`src/rtl/bus_arb_pkg.sv`:
```
// Shared definitions for the 8088 bus-hold arbiter family.
// Contents:
//   arb_state_t - phases of one bus loan (IDLE, WAIT_ACK, GRANT, GUARD, WAIT_REL)
//   rr_pick()   - round-robin pick of the first set request bit above a pointer,
//                 usable by any block that needs a behavioural round-robin search
//                 over up to MAX_REQ requesters.
package bus_arb_pkg;

  localparam int MAX_REQ = 8;

  typedef enum logic [2:0] {
    IDLE,
    WAIT_ACK,
    GRANT,
    GUARD,
    WAIT_REL
  } arb_state_t;

  typedef struct packed {
    logic       found;
    logic [2:0] idx;
  } rr_pick_t;

  // Searches upward from ptr+1 with wrap over num_req requesters. The loop runs
  // from the farthest candidate to the nearest so the nearest set bit wins.
  function automatic rr_pick_t rr_pick(input logic [MAX_REQ-1:0] req,
                                       input logic [2:0]         ptr,
                                       input int                 num_req);
    rr_pick_t res;
    int       cand;
    res = '0;
    for (int k = num_req; k >= 1; k--) begin
      cand = (int'(ptr) + k) % num_req;
      if (req[3'(cand)]) begin
        res.found = 1'b1;
        res.idx   = 3'(cand);
      end
    end
    return res;
  endfunction

endpackage

```
`src/rtl/rr_priority_picker.sv`:
```
// Combinational round-robin picker: rotates the request vector so that the
// requester just after ptr sits at bit 0, priority-encodes the lowest set bit,
// then rotates the result back to an absolute index.
// Ports:
//   req    [NUM_REQ-1:0] in  - request vector
//   ptr    [PTR_W-1:0]   in  - index of the last served requester
//   found                out - at least one request is set
//   winner [PTR_W-1:0]   out - index of the chosen requester (valid when found)
module rr_priority_picker #(
  parameter int NUM_REQ = 2,
  parameter int PTR_W   = 1
) (
  input  logic [NUM_REQ-1:0] req,
  input  logic [PTR_W-1:0]   ptr,
  output logic               found,
  output logic [PTR_W-1:0]   winner
);

  logic [NUM_REQ-1:0] rotated;
  logic [PTR_W-1:0]   offset;

  always_comb begin
    rotated = '0;
    offset  = '0;
    found   = 1'b0;
    winner  = '0;
    for (int i = 0; i < NUM_REQ; i++) begin
      rotated[i] = req[PTR_W'((int'(ptr) + 1 + i) % NUM_REQ)];
    end
    // Descending scan so the lowest set rotated bit is the last one written.
    for (int i = NUM_REQ - 1; i >= 0; i--) begin
      if (rotated[i]) begin
        found  = 1'b1;
        offset = PTR_W'(i);
      end
    end
    winner = PTR_W'((int'(ptr) + 1 + int'(offset)) % NUM_REQ);
  end

endmodule

```
`src/rtl/bus_hold_arbiter.sv`:
```
// Lends the 8088 local bus to one of NUM_REQ external masters via HOLD/HLDA.
// A round-robin winner is latched, HOLD is raised, and once the CPU answers
// with HLDA a one-hot grant plus AEN hand the bus to that master. A tenure
// limit preempts a master when others are waiting, and a guard window keeps
// HOLD high for GUARD_CYCLES after the grant drops so drivers never overlap.
// Ports:
//   CLK              in  - bus clock (CPU clock)
//   RESET_N          in  - asynchronous active-low reset
//   REQ  [NUM_REQ-1:0] in  - level bus requests
//   HLDA             in  - hold acknowledge from the CPU
//   HOLD             out - hold request to the CPU
//   GNT  [NUM_REQ-1:0] out - one-hot grant
//   AEN              out - external-master enable, equals |GNT
//   OWNER [PTR_W-1:0] out - current or last selected requester
module bus_hold_arbiter
  import bus_arb_pkg::*;
#(
  parameter int  NUM_REQ      = 2,
  parameter int  MAX_TENURE   = 64,
  parameter int  GUARD_CYCLES = 2,
  localparam int PTR_W        = (NUM_REQ > 1) ? $clog2(NUM_REQ) : 1
) (
  input  logic               CLK,
  input  logic               RESET_N,
  input  logic [NUM_REQ-1:0] REQ,
  input  logic               HLDA,
  output logic               HOLD,
  output logic [NUM_REQ-1:0] GNT,
  output logic               AEN,
  output logic [PTR_W-1:0]   OWNER
);

  localparam int TEN_W = $clog2(MAX_TENURE);
  localparam int GRD_W = (GUARD_CYCLES > 1) ? $clog2(GUARD_CYCLES) : 1;
  localparam logic [TEN_W-1:0] TEN_MAX    = TEN_W'(MAX_TENURE - 1);
  localparam logic [GRD_W-1:0] GUARD_LAST = GRD_W'(GUARD_CYCLES - 1);

  arb_state_t         state_q, state_d;
  logic [PTR_W-1:0]   ptr_q, ptr_d;
  logic [TEN_W-1:0]   tenure_q, tenure_d;
  logic [GRD_W-1:0]   guard_q, guard_d;
  logic               hold_d, aen_d;
  logic [NUM_REQ-1:0] gnt_d;
  logic [PTR_W-1:0]   owner_d;

  logic               pick_found;
  logic [PTR_W-1:0]   pick_winner;
  logic [NUM_REQ-1:0] owner_mask;
  logic               owner_req;
  logic               others_req;

  rr_priority_picker #(
    .NUM_REQ (NUM_REQ),
    .PTR_W   (PTR_W)
  ) u_picker (
    .req    (REQ),
    .ptr    (ptr_q),
    .found  (pick_found),
    .winner (pick_winner)
  );

  assign owner_mask = NUM_REQ'(1) << OWNER;
  assign owner_req  = |(REQ & owner_mask);
  assign others_req = |(REQ & ~owner_mask);

  // Next-state and next-output logic. Every output is registered, so each
  // branch computes what the pins will show after the coming edge.
  always_comb begin
    state_d  = state_q;
    ptr_d    = ptr_q;
    tenure_d = tenure_q;
    guard_d  = guard_q;
    hold_d   = HOLD;
    gnt_d    = GNT;
    aen_d    = AEN;
    owner_d  = OWNER;
    case (state_q)
      IDLE: begin
        if (pick_found) begin
          state_d = WAIT_ACK;
          hold_d  = 1'b1;
          owner_d = pick_winner;
        end
      end
      WAIT_ACK: begin
        // A requester giving up before HLDA ends the loan without a grant;
        // the pointer stays put so it keeps its turn.
        if (!owner_req) begin
          state_d = GUARD;
          guard_d = '0;
        end else if (HLDA) begin
          state_d  = GRANT;
          gnt_d    = owner_mask;
          aen_d    = 1'b1;
          tenure_d = '0;
        end
      end
      GRANT: begin
        if (tenure_q != TEN_MAX) begin
          tenure_d = tenure_q + TEN_W'(1);
        end
        // Release, tenure expiry with a competitor waiting, or the CPU
        // withdrawing HLDA all end the tenure the same way.
        if (!HLDA || !owner_req || ((tenure_q == TEN_MAX) && others_req)) begin
          state_d = GUARD;
          gnt_d   = '0;
          aen_d   = 1'b0;
          guard_d = '0;
          ptr_d   = OWNER;
        end
      end
      GUARD: begin
        if (guard_q == GUARD_LAST) begin
          state_d = WAIT_REL;
          hold_d  = 1'b0;
        end else begin
          guard_d = guard_q + GRD_W'(1);
        end
      end
      WAIT_REL: begin
        if (!HLDA) begin
          state_d = IDLE;
        end
      end
      default: begin
        state_d = IDLE;
        hold_d  = 1'b0;
        gnt_d   = '0;
        aen_d   = 1'b0;
      end
    endcase
  end

  // State and output registers; reset clears the bus handover immediately,
  // skipping the guard window.
  always_ff @(posedge CLK or negedge RESET_N) begin
    if (!RESET_N) begin
      state_q  <= IDLE;
      ptr_q    <= PTR_W'(NUM_REQ - 1);
      tenure_q <= '0;
      guard_q  <= '0;
      HOLD     <= 1'b0;
      GNT      <= '0;
      AEN      <= 1'b0;
      OWNER    <= '0;
    end else begin
      state_q  <= state_d;
      ptr_q    <= ptr_d;
      tenure_q <= tenure_d;
      guard_q  <= guard_d;
      HOLD     <= hold_d;
      GNT      <= gnt_d;
      AEN      <= aen_d;
      OWNER    <= owner_d;
    end
  end

endmodule

```
`config.mk`:
```
export PLATFORM = sky130hd
export DESIGN_NAME = bus_hold_arbiter
export DESIGN_NICKNAME = d
export VERILOG_FILES = /design/src/rtl/bus_arb_pkg.sv /design/src/rtl/rr_priority_picker.sv /design/src/rtl/bus_hold_arbiter.sv
export SDC_FILE = /design/constraint.sdc
export NUM_CORES = 1
export LEC_CHECK = 0
export BUFFER_PORTS_ARGS = -buffer_cell sky130_fd_sc_hd__buf_2
export CAP_MARGIN = 20
export CORE_MARGIN = 2
export CORE_UTILIZATION = 56
export DETAILED_ROUTE_END_ITERATION = 12
export GPL_TIMING_DRIVEN = 0
export HOLD_SLACK_MARGIN = 0.08
export MAX_ROUTING_LAYER = met4
export PLACE_DENSITY = 0.76
export SYNTH_ARGS = -nofsm -noshare
export SYNTH_HDL_FRONTEND = slang
export SYNTH_SLANG_ARGS = --single-unit
```
`constraint.sdc`:
```
create_clock -name CLK -period 1.7 [get_ports CLK]
set_input_delay 0 -clock CLK [delete_from_list [all_inputs] [get_ports CLK]]
set_output_delay 0 -clock CLK [all_outputs]
set_load 0.02 [all_outputs]
```
Word-level counts from Yosys, hierarchy flattened
Cells that the tools add are included.
Word-level totals
  bits in registers: 16
  input port bits: 5
  output and inout bits: 5
Cells by class
  add/sub/neg operators: 5
  order comparisons: 2
  equality and inequality tests: 15
  shift operators: 1
  mux-type cells: 32
  bitwise operators: 5
  reduce and logical (&&, ||, !) cells: 19
Operators with widths (count)
  3-bit two-way mux: 6
  6-bit two-way mux: 3
  2-bit inequality test (second input constant): 8
  3-bit case mux with 5 select lines: 1
  1-bit two-way mux: 14
  6-bit case mux with 2 select lines: 1
  1-bit case mux with 3 select lines: 3
  4-bit AND reduction: 2
  6-bit by 1-bit adder with 6-bit output (second input constant): 1
  3-bit by 2-bit == test with 1-bit output (second input constant): 2
  6-bit == test (second input constant): 1
  1-bit by 3-bit < comparator with 1-bit output (second input constant): 2
  2-bit two-way mux: 3
  6-bit inequality test (second input constant): 1
  2-bit case mux with 3 select lines: 1
  3-bit AND reduction: 2
  3-bit OR reduction: 2
  5-bit AND reduction: 1
  2-bit bitwise AND: 2
  2-bit AND reduction: 2
  2-bit OR reduction: 2
  1-bit adder (second input constant): 3
  3-bit by 1-bit == test with 1-bit output (second input constant): 1
  3-bit == test (second input constant): 1
  11 further kinds: 14

Depth between registers and ports, before layout
Gate-level depths: netlist of run 1.
  depth after elaboration: 9
  gate-level depth with buffers: 5

Cells and area by module
Synthesis of run 1 repeated with hierarchy kept, for this count alone.
Unflattened totals
  cells, all modules: 101
  area total of the unflattened synthesis: 993.5 µm²
By module, submodules not included
  bus_hold_arbiter: instances 1, cells an instance 99, area an instance 982.2 µm², sequential area each 401.6 µm²
  rr_priority_picker: instances 1, cells an instance 2, area an instance 11.3 µm², sequential area each 0.0 µm²

Worst setup path before layout of run 1
Ideal clock, no wire load.
  kind: reg2reg
  start point: register OWNER
  end point: register state_q[0]
  arrival time: 1434 ps
  required time: 1573 ps
  path slack: 139 ps
  stages on the path, launching flop included: 6
  buffers on the path: 1
  clock period less this slack: 1561 ps
  cells stage by stage: dfrtp_1 buf_6 mux2i_1 mux2_1 nor3_1 o22ai_1
Between the ends
  longest elaborated chain between the ends: 8
Ends and longest elaborated chain
  start, declared: RTL line bus_hold_arbiter.sv:30  | output logic [PTR_W-1:0] OWNER
  start signal, assigned: RTL line bus_hold_arbiter.sv:154  | OWNER <= owner_d;
  1-bit by 1-bit << shifter with 2-bit output (*): RTL line bus_hold_arbiter.sv:62  | assign owner_mask = NUM_REQ'(1) << OWNER;
  2-bit bitwise AND / 2-bit NOT (equally long branches): RTL line bus_hold_arbiter.sv:63, bus_hold_arbiter.sv:64
  2-bit OR reduction / 2-bit bitwise AND (equally long branches): RTL line bus_hold_arbiter.sv:63, bus_hold_arbiter.sv:64
  1-bit zero test / 2-bit OR reduction (equally long branches): RTL line bus_hold_arbiter.sv:104, bus_hold_arbiter.sv:64
  1-bit logical OR / 1-bit logical AND (equally long branches): RTL line bus_hold_arbiter.sv:104  | if (!HLDA || !owner_req || ((tenure_q == TEN_MAX) && others_req)) begin
  1-bit logical OR: RTL line bus_hold_arbiter.sv:104
  2-bit inequality test (no line)
  5-bit AND reduction (no line)
  end signal, assigned: RTL line bus_hold_arbiter.sv:147  | state_q <= state_d;
  end, declared: RTL line bus_hold_arbiter.sv:38  | arb_state_t state_q, state_d;
Every way passes the cells marked *; elsewhere a longest branch is shown, timed or not.
A chain may end at the register's enable or synchronous reset.

Worst setup path after layout of run 1
  start point: register tenure_q[0]
  end point: register ptr_q
Between the ends
  longest elaborated chain between the ends: 4
Ends and longest elaborated chain
  start, declared: RTL line bus_hold_arbiter.sv:40  | logic [TEN_W-1:0] tenure_q, tenure_d;
  start signal, assigned: RTL line bus_hold_arbiter.sv:149  | tenure_q <= tenure_d;
  6-bit == test: RTL line bus_hold_arbiter.sv:104
  1-bit logical AND: RTL line bus_hold_arbiter.sv:104
  1-bit logical OR: RTL line bus_hold_arbiter.sv:104
  2-bit AND reduction (no line)
  end signal, assigned: RTL line bus_hold_arbiter.sv:139  | ptr_q <= PTR_W'(NUM_REQ - 1);
  end signal, assigned: RTL line bus_hold_arbiter.sv:148  | ptr_q <= ptr_d;
  end, declared: RTL line bus_hold_arbiter.sv:39  | logic [PTR_W-1:0] ptr_q, ptr_d;
Every way passes these cells.

==> results of run 1 <==
-- worst max path at each step --
stage | endpoint | slack [ns] | startpoint | depth (start not counted)
floorplan | state_q[0]$_DFFE_PN0P_ | 0.14 | OWNER$_DFFE_PN0P_ | 5
global placement | ptr_q$_DFFE_PN1P_ | 0.12 | tenure_q[0]$_DFFE_PN0P_ | 5
detailed placement | ptr_q$_DFFE_PN1P_ | 0.1 | tenure_q[0]$_DFFE_PN0P_ | 5
CTS | ptr_q$_DFFE_PN1P_ | 0.08 | tenure_q[0]$_DFFE_PN0P_ | 5
global route | ptr_q$_DFFE_PN1P_ | 0.02 | tenure_q[0]$_DFFE_PN0P_ | 5
finish | ptr_q$_DFFE_PN1P_ | 0.1 | tenure_q[0]$_DFFE_PN0P_ | 5
-- cell type report --
class	instances	area, um^2	share of cell area [%]
buffer	3	27.5	2.49
tap	17	21.3	1.93
timing repair buffer	11	62.6	5.66
clock buffer	4	36.3	3.28
multi-input combinational	74	537	48.6
inverter	5	18.8	1.70
sequential	16	402	36.4
-- layout by cell type, fill, tap and decap left out, types with 4 or more instances in the layout --
cell	instances
buf_2	10
nand2_1	7
nor2_1	11
nor3_1	4
inv_1	5
dfrtp_1	15
o21ai_0	4
-- metal layers --
| metal | global-route usage [%] | wire length [um] |
|---|---|---|
| met1 | 32.9 | 998 |
| met2 | 29.0 | 830 |
| met3 | 4.76 | 89 |
| met4 | 8.00 | 12 |
| met5 | - | 0 |
-- cells by family (layout without fill, tap and decap cells) --
family | count (synthesis) | in the layout | share of synthesized area (%)
and+or+nand+nor | 39 | 39 | 22.9
AOI/OAI and AO/OA | 26 | 26 | 20.8
buffers and inverters | 8 | 23 | 4.73
DFF | 16 | 16 | 41.0
xor gates and xnor gates | 2 | 2 | 1.79
adders and majority gates | 1 | 1 | 1.28
muxes | 6 | 6 | 7.42
-- report_power, final --
group | switching (mW) | leakage [nW] | internal (mW)
registers | 0.172 | 0.198 | 0.570
clock network | 0.120 | 0.0210 | 0.130
logic | 0.619 | 0.285 | 0.510
-- sequential cells by signal, summed over array words and instances, names as in the netlist --
name	count
ptr_q	1
guard_q	1
tenure_q	6
OWNER	1
GNT	2
HOLD	1
AEN	1
state_q	3
-- timing repair --
action,in CTS,in global routing
resized for setup,0,2
buffers inserted,0,1
endpoints found under the hold margin,16,0
setup endpoints to repair,0,2
hold buffers,1,0
==> out/metrics.cfg, run 1 <==
[critical_path]
cpMostUsedCell=nand2_2
reg2reg_slack_ns=0.1
cp.required_ns=1.92
path_class=reg2reg
cp.arrival_ns=1.82
critPathTopFamily=flip-flops
worstReg2RegEnd=ptr_q$_DFFE_PN1P_
cpPeakStageDelay_ns=0.40
crit_path_end_kind=flop
reg2reg_depth=5
crit_path_top_delay_cell=dfrtp_1
r2r-start=tenure_q[0]$_DFFE_PN0P_
cp_num_buf_inv=0
cp_max_fo=4
start_kind=flop
path_cells=ha_1, nand2_2, o311ai_4, nand2_2, mux2_4

[final_layout]
n_antenna_cell=0
postLayoutCellArea_um2=1100
fin_util_pct=65.4
area_growth_pct=12.9
drive_gt1_share_pct=29.2
fin_cells=130
fin_nets=120
fillers=139

[logic_synthesis]
yosysMostFrequentCell=dfrtp_1
synth_commonest_cells=dfrtp_1, nor2_1, nand2_1
yosys_warnings=0
netlist_top_cells_area=dfrtp_1, nor2_1, mux2_4
synth_nets=104
yosysTopAreaCellShare_pct=38.4
avgSynthCellArea_um2=9.98
synth_top_cell_by_area=dfrtp_1
ys_types=46
syn-cell-area_um2=978
async_reset_ff_share_pct=100
ys.flop_type=dfrtp_1
synth_edf_count=0
synth_seq_area_share_pct=41.0
synth-seq-cells=16
syn_inst=98

[timing]
drv_slew=0
fin_skew_ns=0.00241
final.period_utilization_pct=94.3
maxSlewHeadroom_pct=74.1
hold_viol=0
setup_tns_ns=0
whs_ns=0.114
fin_crit_ns=1.60
setup_viol=0
worst_pin_slew_ns=0.383
fmax_mhz=624
grt_setup_unrepaired=false
setup_slack_ns=0.0977

[global_route]
grt.total_usage_pct=22.1
grt_first_pass_wirelength_um=3150
grt-ovfl-total=0
antenna_found_initial=0
grt_max_degree=17
grt_pass1_vias=713

[drt]
dr.pass1.iters=4
totalWireLength_um=1930
vias=812
drt_iter0_drc=20
avgViaCountPerCell=6.25
antenna_left=0
route.detailed.drc=0
routedWlPerCell_um=14.9

[clock_network]
cts_tree=done
cts_num_sinks=16
clock_path_buffers=2
clkTransAtPathRegs_ns=0.10
root_buffer=clkbuf_4
insertion_delay_ns=0.28
numCtsBuffers=3
htreeDepth=1

[place]
dpl-instance-area_um2=1040
hpwlAfterDp_um=1390
io_buffers=9
place_ws_ns=0.0981
routabilityCongestion=0.871
placed_cells=124

[run]
drv_cap=0

[pwr]
power_density_nw_per_um2=1920
p_leak_nw=0.504
power_mw=2.12
ir_drop_mv=1.01

[die]
die_h_um=45.8
dieWidth_um=45.8
io_pins=10
dieArea_um2=2100
core-area_um2=1690
rows=15
start_util_pct=57.9

[outcome]
status=complete, no violations

[min_path]
hold_path_end=state_q[2]$_DFFE_PN0P_
worstHoldPathCells=2
min_path_type=in2reg
min_from=HLDA

No activity file was read; power rests on OpenSTA's default activity.
==> inputs of run 2 (changes only) <==
--- a/config.mk
+++ b/config.mk
@@ -7,6 +7,7 @@
 export LEC_CHECK = 0
 export BUFFER_PORTS_ARGS = -buffer_cell sky130_fd_sc_hd__buf_2
 export CAP_MARGIN = 20
+export CORE_ASPECT_RATIO = 0.75
 export CORE_MARGIN = 2
 export CORE_UTILIZATION = 56
 export DETAILED_ROUTE_END_ITERATION = 12
==> run 2 against run 1 <==
Net effect: via count is 1.6% higher; combinational power hardly changed; setup slack better by 0.00090 ns; count of clock-buffer cells in the layout stayed put; sequential share of layout area hardly changed; critical path depth stayed put; critical path type unchanged; critical endpoint unchanged.
==> out/metrics.cfg, run 2 (synthesis gave the netlist of run 1 again) <==
[timing]
worst_pin_slew_ns=0.351  ; -0.0325 ns
final.period_utilization_pct=94.2  ; about the same
grt_setup_unrepaired=false
setup_tns_ns=0  ; unchanged
setup_viol=0  ; unchanged
hold_viol=0  ; unchanged
drv_slew=0  ; unchanged
fin_skew_ns=0.00236  ; -0.0000562 ns
setup_slack_ns=0.0986  ; +0.000903 ns
fmax_mhz=624  ; about the same
maxSlewHeadroom_pct=76.3  ; +2.2 points
fin_crit_ns=1.60  ; -0.000903 ns

[min_path]
worstHoldPathCells=2  ; unchanged
hold_path_end=state_q[2]$_DFFE_PN0P_
min_from=HLDA
min_path_type=in2reg

[place]
routabilityCongestion=0.879  ; +0.86%
hpwlAfterDp_um=1480  ; +6.5%
place_ws_ns=0.0797  ; -0.0184 ns
io_buffers=9  ; unchanged

[critical_path]
start_kind=flop
crit_path_top_delay_cell=dfrtp_1
path_cells=ha_2, nand2_2, o311ai_4, nand2_2, mux2_4
reg2reg_depth=5  ; unchanged
worstReg2RegEnd=ptr_q$_DFFE_PN1P_
cp_num_buf_inv=0  ; unchanged
reg2reg_slack_ns=0.1  ; about the same
cpPeakStageDelay_ns=0.41  ; about the same
cp_max_fo=4  ; unchanged
cpMostUsedCell=nand2_2
crit_path_end_kind=flop
cp.required_ns=1.93  ; about the same
r2r-start=tenure_q[1]$_DFFE_PN0P_
critPathTopFamily=flip-flops
path_class=reg2reg
cp.arrival_ns=1.83  ; about the same

[clock_network]
root_buffer=clkbuf_4
numCtsBuffers=3  ; unchanged
clock_path_buffers=2  ; unchanged
htreeDepth=1  ; unchanged
cts_num_sinks=16  ; unchanged
clkTransAtPathRegs_ns=0.09  ; about the same
insertion_delay_ns=0.30  ; +0.02 ns
cts_tree=done

[die]
start_util_pct=57.8  ; -0.086 points
core-area_um2=1690  ; +0.15%
rows=13  ; -2
dieArea_um2=2100  ; +0.16%
dieWidth_um=52.3  ; +14%
io_pins=10  ; unchanged
die_h_um=40.2  ; -12%

[final_layout]
final_common_cell=dfrtp_1
final_cell_mix=dfrtp_1, nor2_1, buf_2
largest_register_ff_count=6  ; unchanged
regMostFlops=tenure_q
area_growth_pct=12.8
fin_nets=120  ; unchanged
n_antenna_cell=0  ; unchanged
reg.largest.list=tenure_q x6, state_q x3, GNT x2
drive_gt1_share_pct=29.2  ; unchanged
fillers=147  ; +5.8%

[drt]
antenna_left=0  ; unchanged
totalWireLength_um=2060  ; +6.7%
drt_iter0_drc=38  ; +90%
route.detailed.drc=0  ; unchanged
routedWlPerCell_um=15.3  ; +2.7%
avgViaCountPerCell=6.11  ; -2.2%
dr.pass1.iters=4  ; unchanged
vias=825  ; +1.6%

[global_route]
antenna_found_initial=0  ; unchanged
grt_pass1_vias=712  ; -0.14%
grt_max_degree=17  ; unchanged
grt_first_pass_wirelength_um=3220  ; +2.4%
grt-ovfl-total=0  ; unchanged
grt.total_usage_pct=23.3  ; +1.2 points

[pwr]
p_leak_nw=0.496  ; -1.5%
ir_drop_mv=0.955  ; -5.1%
power_density_nw_per_um2=1920  ; about the same

[outcome]
status=complete, no violations

[run]
drv_cap=0  ; unchanged

==> run 2: cell count changes in the layout (fill, tap and decap cells not counted) <==
cell / before / now
clkbuf_1: 0 / 1
clkbuf_8: 1 / 0
ha_1: 1 / 0
ha_2: 0 / 1
==> run 2: worst max path at each step <==
stage	slack (ns)	start	depth (start not counted)	to
floorplan	0.14	OWNER$_DFFE_PN0P_	5	state_q[0]$_DFFE_PN0P_
global placement	0.11	tenure_q[0]$_DFFE_PN0P_	5	ptr_q$_DFFE_PN1P_
detailed placement	0.08	tenure_q[0]$_DFFE_PN0P_	5	ptr_q$_DFFE_PN1P_
CTS	0.06	tenure_q[0]$_DFFE_PN0P_	5	ptr_q$_DFFE_PN1P_
global route	0.02	tenure_q[1]$_DFFE_PN0P_	5	ptr_q$_DFFE_PN1P_
finish	0.1	tenure_q[1]$_DFFE_PN0P_	5	ptr_q$_DFFE_PN1P_
==> run 2: through the flow <==
step | instance area (um^2) | instances | total power, mW | hold WS (ns) | utilization, %
5_1_grt | 1100 | 135 | 2.27 | 0.0922 | 65.2
3_3_place_gp | 1050 | 129 | 1.81 | -0.0704 | 62.1
6_report | 1100 | 135 | 2.12 | 0.0925 | 65.2
4_1_cts | 1090 | 134 | 2.08 | 0.0868 | 64.3
3_5_place_dp | 1050 | 129 | 1.85 | -0.0692 | 62.1
2_1_floorplan | 978 | 98 | 1.59 | -0.296 | -
==> run 2: cell type report <==
cell class	count	area, um^2	area share (%)
flip-flops and latches	16	402	36.4
repair buffers	11	62.6	5.67
plain buffers	3	27.5	2.49
inverters	5	18.8	1.70
clock buffers	4	26.3	2.38
multi-input cells	74	539	48.9
well taps	22	27.5	2.49
==> run 2: per-layer routing <==
layer | track usage [%] | up-vias | routed length [um]
met2 | 33.5 | 23 | 917
met1 | 30.1 | 405 | 1020
met5 | - | - | 0
met4 | 12.2 | 0 | 23
li1 | - | 393 | -
met3 | 6.72 | 4 | 96
==> run 2: worst register-to-register path: stages (launching register included) <==
cell      delay [ns]
dfrtp_1         0.41
ha_2            0.24
nand2_2         0.10
o311ai_4        0.38
nand2_2         0.11
mux2_4          0.31
==> run 2: report_power, final <==
| group | internal, mW | switching (mW) | leakage (nW) | total (mW) |
|---|---|---|---|---|
| Clock | 0.0916 | 0.124 | 0.0150 | 0.216 |
| Sequential | 0.570 | 0.168 | 0.198 | 0.739 |
| Combinational | 0.523 | 0.641 | 0.283 | 1.16 |
==> run 2: repair_timing <==
action,CTS,global route
setup buffers,0,1
setup endpoints to repair,0,2
endpoints found under the hold margin,16,0
hold buffers,1,0
gates resized for setup,0,3
==> inputs of run 3 (changes only) <==
--- a/config.mk
+++ b/config.mk
@@ -17,4 +17,5 @@
 export PLACE_DENSITY = 0.76
 export SYNTH_ARGS = -nofsm -noshare
 export SYNTH_HDL_FRONTEND = slang
+export SYNTH_HIERARCHICAL = 1
 export SYNTH_SLANG_ARGS = --single-unit
==> run 3 against run 2 <==
Net effect: clock power grew 23%; hold slack gained 0.038 ns; first-iteration DRC count shrank 7.9%; power shrank 0.96%; via count is the same; clock skew shrank 0.0010 ns; critical path type unchanged.
==> out/metrics.cfg, run 3 <==
[logic_synthesis]
synth_top_cell_by_area=dfrtp_1
avgSynthCellArea_um2=9.84  ; -1.5%
yosysTopAreaCellShare_pct=37.8  ; -0.58 points
syn-cell-area_um2=993  ; +1.5%
synth_seq_area_share_pct=40.4  ; -0.62 points
synth_nets=107  ; +2.9%
synth_edf_count=0  ; unchanged
async_reset_ff_share_pct=100  ; unchanged
yosysMostFrequentCell=dfrtp_1
syn_inst=101  ; +3.1%
netlist_top_cells_area=dfrtp_1, a2111oi_4, nand2_1
ys_types=41  ; -11%
synth_commonest_cells=dfrtp_1, nand2_1, a21oi_1, nand3_1, o21ai_0
yosys_warnings=6  ; +6
synth-seq-cells=16  ; unchanged
ys.flop_type=dfrtp_1

[die]
die_h_um=40.5  ; +0.68%
core-area_um2=1710  ; +0.96%
dieWidth_um=52.6  ; +0.71%
io_pins=10  ; unchanged
dieArea_um2=2130  ; +1.4%
start_util_pct=58.2  ; +0.33 points
rows=13  ; unchanged

[final_layout]
area_growth_pct=17.3
drive_gt1_share_pct=28.4  ; -0.76 points
largest_register_ff_count=6  ; unchanged
reg.largest.list=tenure_q x6, state_q x3, GNT x2
regMostFlops=tenure_q
final_cell_mix=dfrtp_1, nand2_1, buf_2
fin_nets=123  ; +2.5%
final_common_cell=dfrtp_1
fin_cells=138  ; +2.2%
n_antenna_cell=0  ; unchanged

[timing]
fin_crit_ns=1.67  ; +0.0718 ns
setup_viol=0  ; unchanged
fin_skew_ns=0.00134  ; -0.00102 ns
grt_setup_unrepaired=true
hold_viol=0  ; unchanged
maxSlewHeadroom_pct=73.7  ; -2.5 points
final.period_utilization_pct=98.4  ; +4.2 points
worst_pin_slew_ns=0.394  ; +0.0429 ns
fmax_mhz=598  ; -4.3%
drv_slew=0  ; unchanged
whs_ns=0.131  ; +0.0381 ns

[global_route]
grt_pass1_vias=635  ; -11%
grt_first_pass_wirelength_um=3110  ; -3.4%
grt_max_degree=17  ; unchanged
grt.total_usage_pct=22.4  ; -0.91 points
antenna_found_initial=0  ; unchanged
grt-ovfl-total=0  ; unchanged

[drt]
route.detailed.drc=0  ; unchanged
antenna_left=0  ; unchanged
avgViaCountPerCell=5.98  ; -2.2%
totalWireLength_um=2170  ; +5.1%
routedWlPerCell_um=15.7  ; +2.9%
dr.pass1.iters=4  ; unchanged
drt_iter0_drc=35  ; -7.9%
vias=825  ; unchanged

[clock_network]
numCtsBuffers=3  ; unchanged
clkTransAtPathRegs_ns=0.10  ; about the same
cts_tree=done
clock_path_buffers=2  ; unchanged
root_buffer=clkbuf_4
cts_num_sinks=16  ; unchanged
post_cts_buffers=0  ; unchanged
htreeDepth=1  ; unchanged
insertion_delay_ns=0.30  ; about the same

[critical_path]
start_kind=flop
cp.required_ns=1.89  ; -0.04 ns
cp_max_fo=5  ; +1
path_class=reg2reg
reg2reg_depth=4  ; -1
r2r-start=tenure_q[4]$_DFFE_PN0P_
cpPeakStageDelay_ns=0.47  ; +0.06 ns
cp.arrival_ns=1.86  ; +0.03 ns
reg2reg_slack_ns=0.03  ; -0.07 ns
crit_path_top_delay_cell=dfrtp_1
crit_path_end_kind=flop
worstReg2RegEnd=state_q[0]$_DFFE_PN0P_
path_cells=and3_1, a41oi_2, o21ai_2, o311a_1

[pwr]
sequentialPowerShare_pct=34.3  ; -0.6 points
switching_share_pct=44.5  ; +0.42 points
ir_drop_mv=1.16  ; +21%
p_switching_mw=0.933  ; about the same
power_density_nw_per_um2=1800  ; -6.2%
combPwrFrac_pct=53.0  ; -1.9 points
power.internal_mw=1.16  ; -1.7%
p_leak_nw=0.487  ; -1.8%
pwr-share-clk_pct=12.7  ; +2.5 points

[place]
hpwlAfterDp_um=1460  ; -1.9%
placed_cells=132  ; +2.3%
io_buffers=9  ; unchanged
routabilityCongestion=0.780  ; -11%

[outcome]
status=complete, no violations

[min_path]
min_path_type=in2async

[run]
drv_cap=0  ; unchanged

[run 3: critical path, delay by kind of cell, from the launching register on]
| kind | cells | cell delay, ns |
|---|---|---|
| AOI/OAI and AO/OA | 3 | 0.78 |
| and+or+nand+nor | 1 | 0.31 |
| DFF | 1 | 0.47 |
[run 3: how the worst max path moves through the flow]
stage | start | end | slack [ns] | cells past startpoint
after floorplan | OWNER$_DFFE_PN0P_ | GNT[1]$_DFFE_PN0P_ | 0.06 | 5
after CTS | tenure_q[4]$_DFFE_PN0P_ | state_q[0]$_DFFE_PN0P_ | 0.006 | 4
after global routing | state_q[0]$_DFFE_PN0P_ | tenure_q[3]$_DFFE_PN0P_ | -0.02 | 6
final | tenure_q[4]$_DFFE_PN0P_ | state_q[0]$_DFFE_PN0P_ | 0.03 | 4
after global placement | tenure_q[0]$_DFFE_PN0P_ | state_q[0]$_DFFE_PN0P_ | -0.02 | 4
after detailed placement | tenure_q[0]$_DFFE_PN0P_ | state_q[0]$_DFFE_PN0P_ | -0.05 | 4
[run 3: cells by family (layout without fill, tap and decap cells)]
group / count (synthesis) / in the layout / share of synthesized area [%]
flip-flops: 16 / 16 / 40.4
XOR/XNOR: 3 / 3 / 2.65
AND/OR/NAND/NOR: 35 / 35 / 18.1
multiplexers: 6 / 6 / 6.42
AO/OA/AOI/OAI: 29 / 29 / 24.9
buffers and inverters: 11 / 26 / 6.17
adder cells (fa/ha/maj): 1 / 1 / 1.26
[run 3: metal layers]
layer / routed length (um) / track usage, % / share of wire (%)
met5: 0 / - / 0
met4: 37 / 7.69 / 1.7
met3: 117 / 7.84 / 5.4
met2: 957 / 30.0 / 44
met1: 1060 / 30.9 / 49
[run 3: repair_timing]
item                       CTS  global route
hold endpoints to repair    16             1
hold buffers                 1             1
gates resized for setup      2            10
setup endpoints to repair    2             5
pin swaps                    0             1
[run 3: layout make-up]
cell class                      instances  area, um^2
Fill cell                             136         543
Buffer                                  7        51.3
Multi-Input combinational cell         74         568
Tap cell                               22        27.5
Sequential cell                        16         402
Clock buffer                            4        36.3
Timing Repair Buffer                   11        65.1
Inverter                                4        15.0
[run 3: power groups by stage]
stage               sequential, mW  combinational (mW)  clock (mW)
finish                       0.720                1.11       0.265
global route                 0.740                1.22       0.286
CTS                          0.712                1.06       0.268
detailed placement           0.718                1.04           0
global placement             0.710                1.01           0
floorplan                    0.750               0.767           0
[run 3: stage by stage]
step | utilization (%) | cell area, um^2 | total power, mW | setup slack (ns) | setup TNS (ns)
final | 68.2 | 1160 | 2.10 | 0.0268 | 0
after floorplan | - | 995 | 1.52 | 0.0590 | 0
after global placement | 62.5 | 1070 | 1.72 | -0.0176 | -0.0176
after detailed placement | 62.5 | 1070 | 1.76 | -0.0472 | -0.0472
after global routing | 68.2 | 1160 | 2.24 | -0.0198 | -0.0267
after CTS | 65.8 | 1120 | 2.04 | 0.00586 | 0
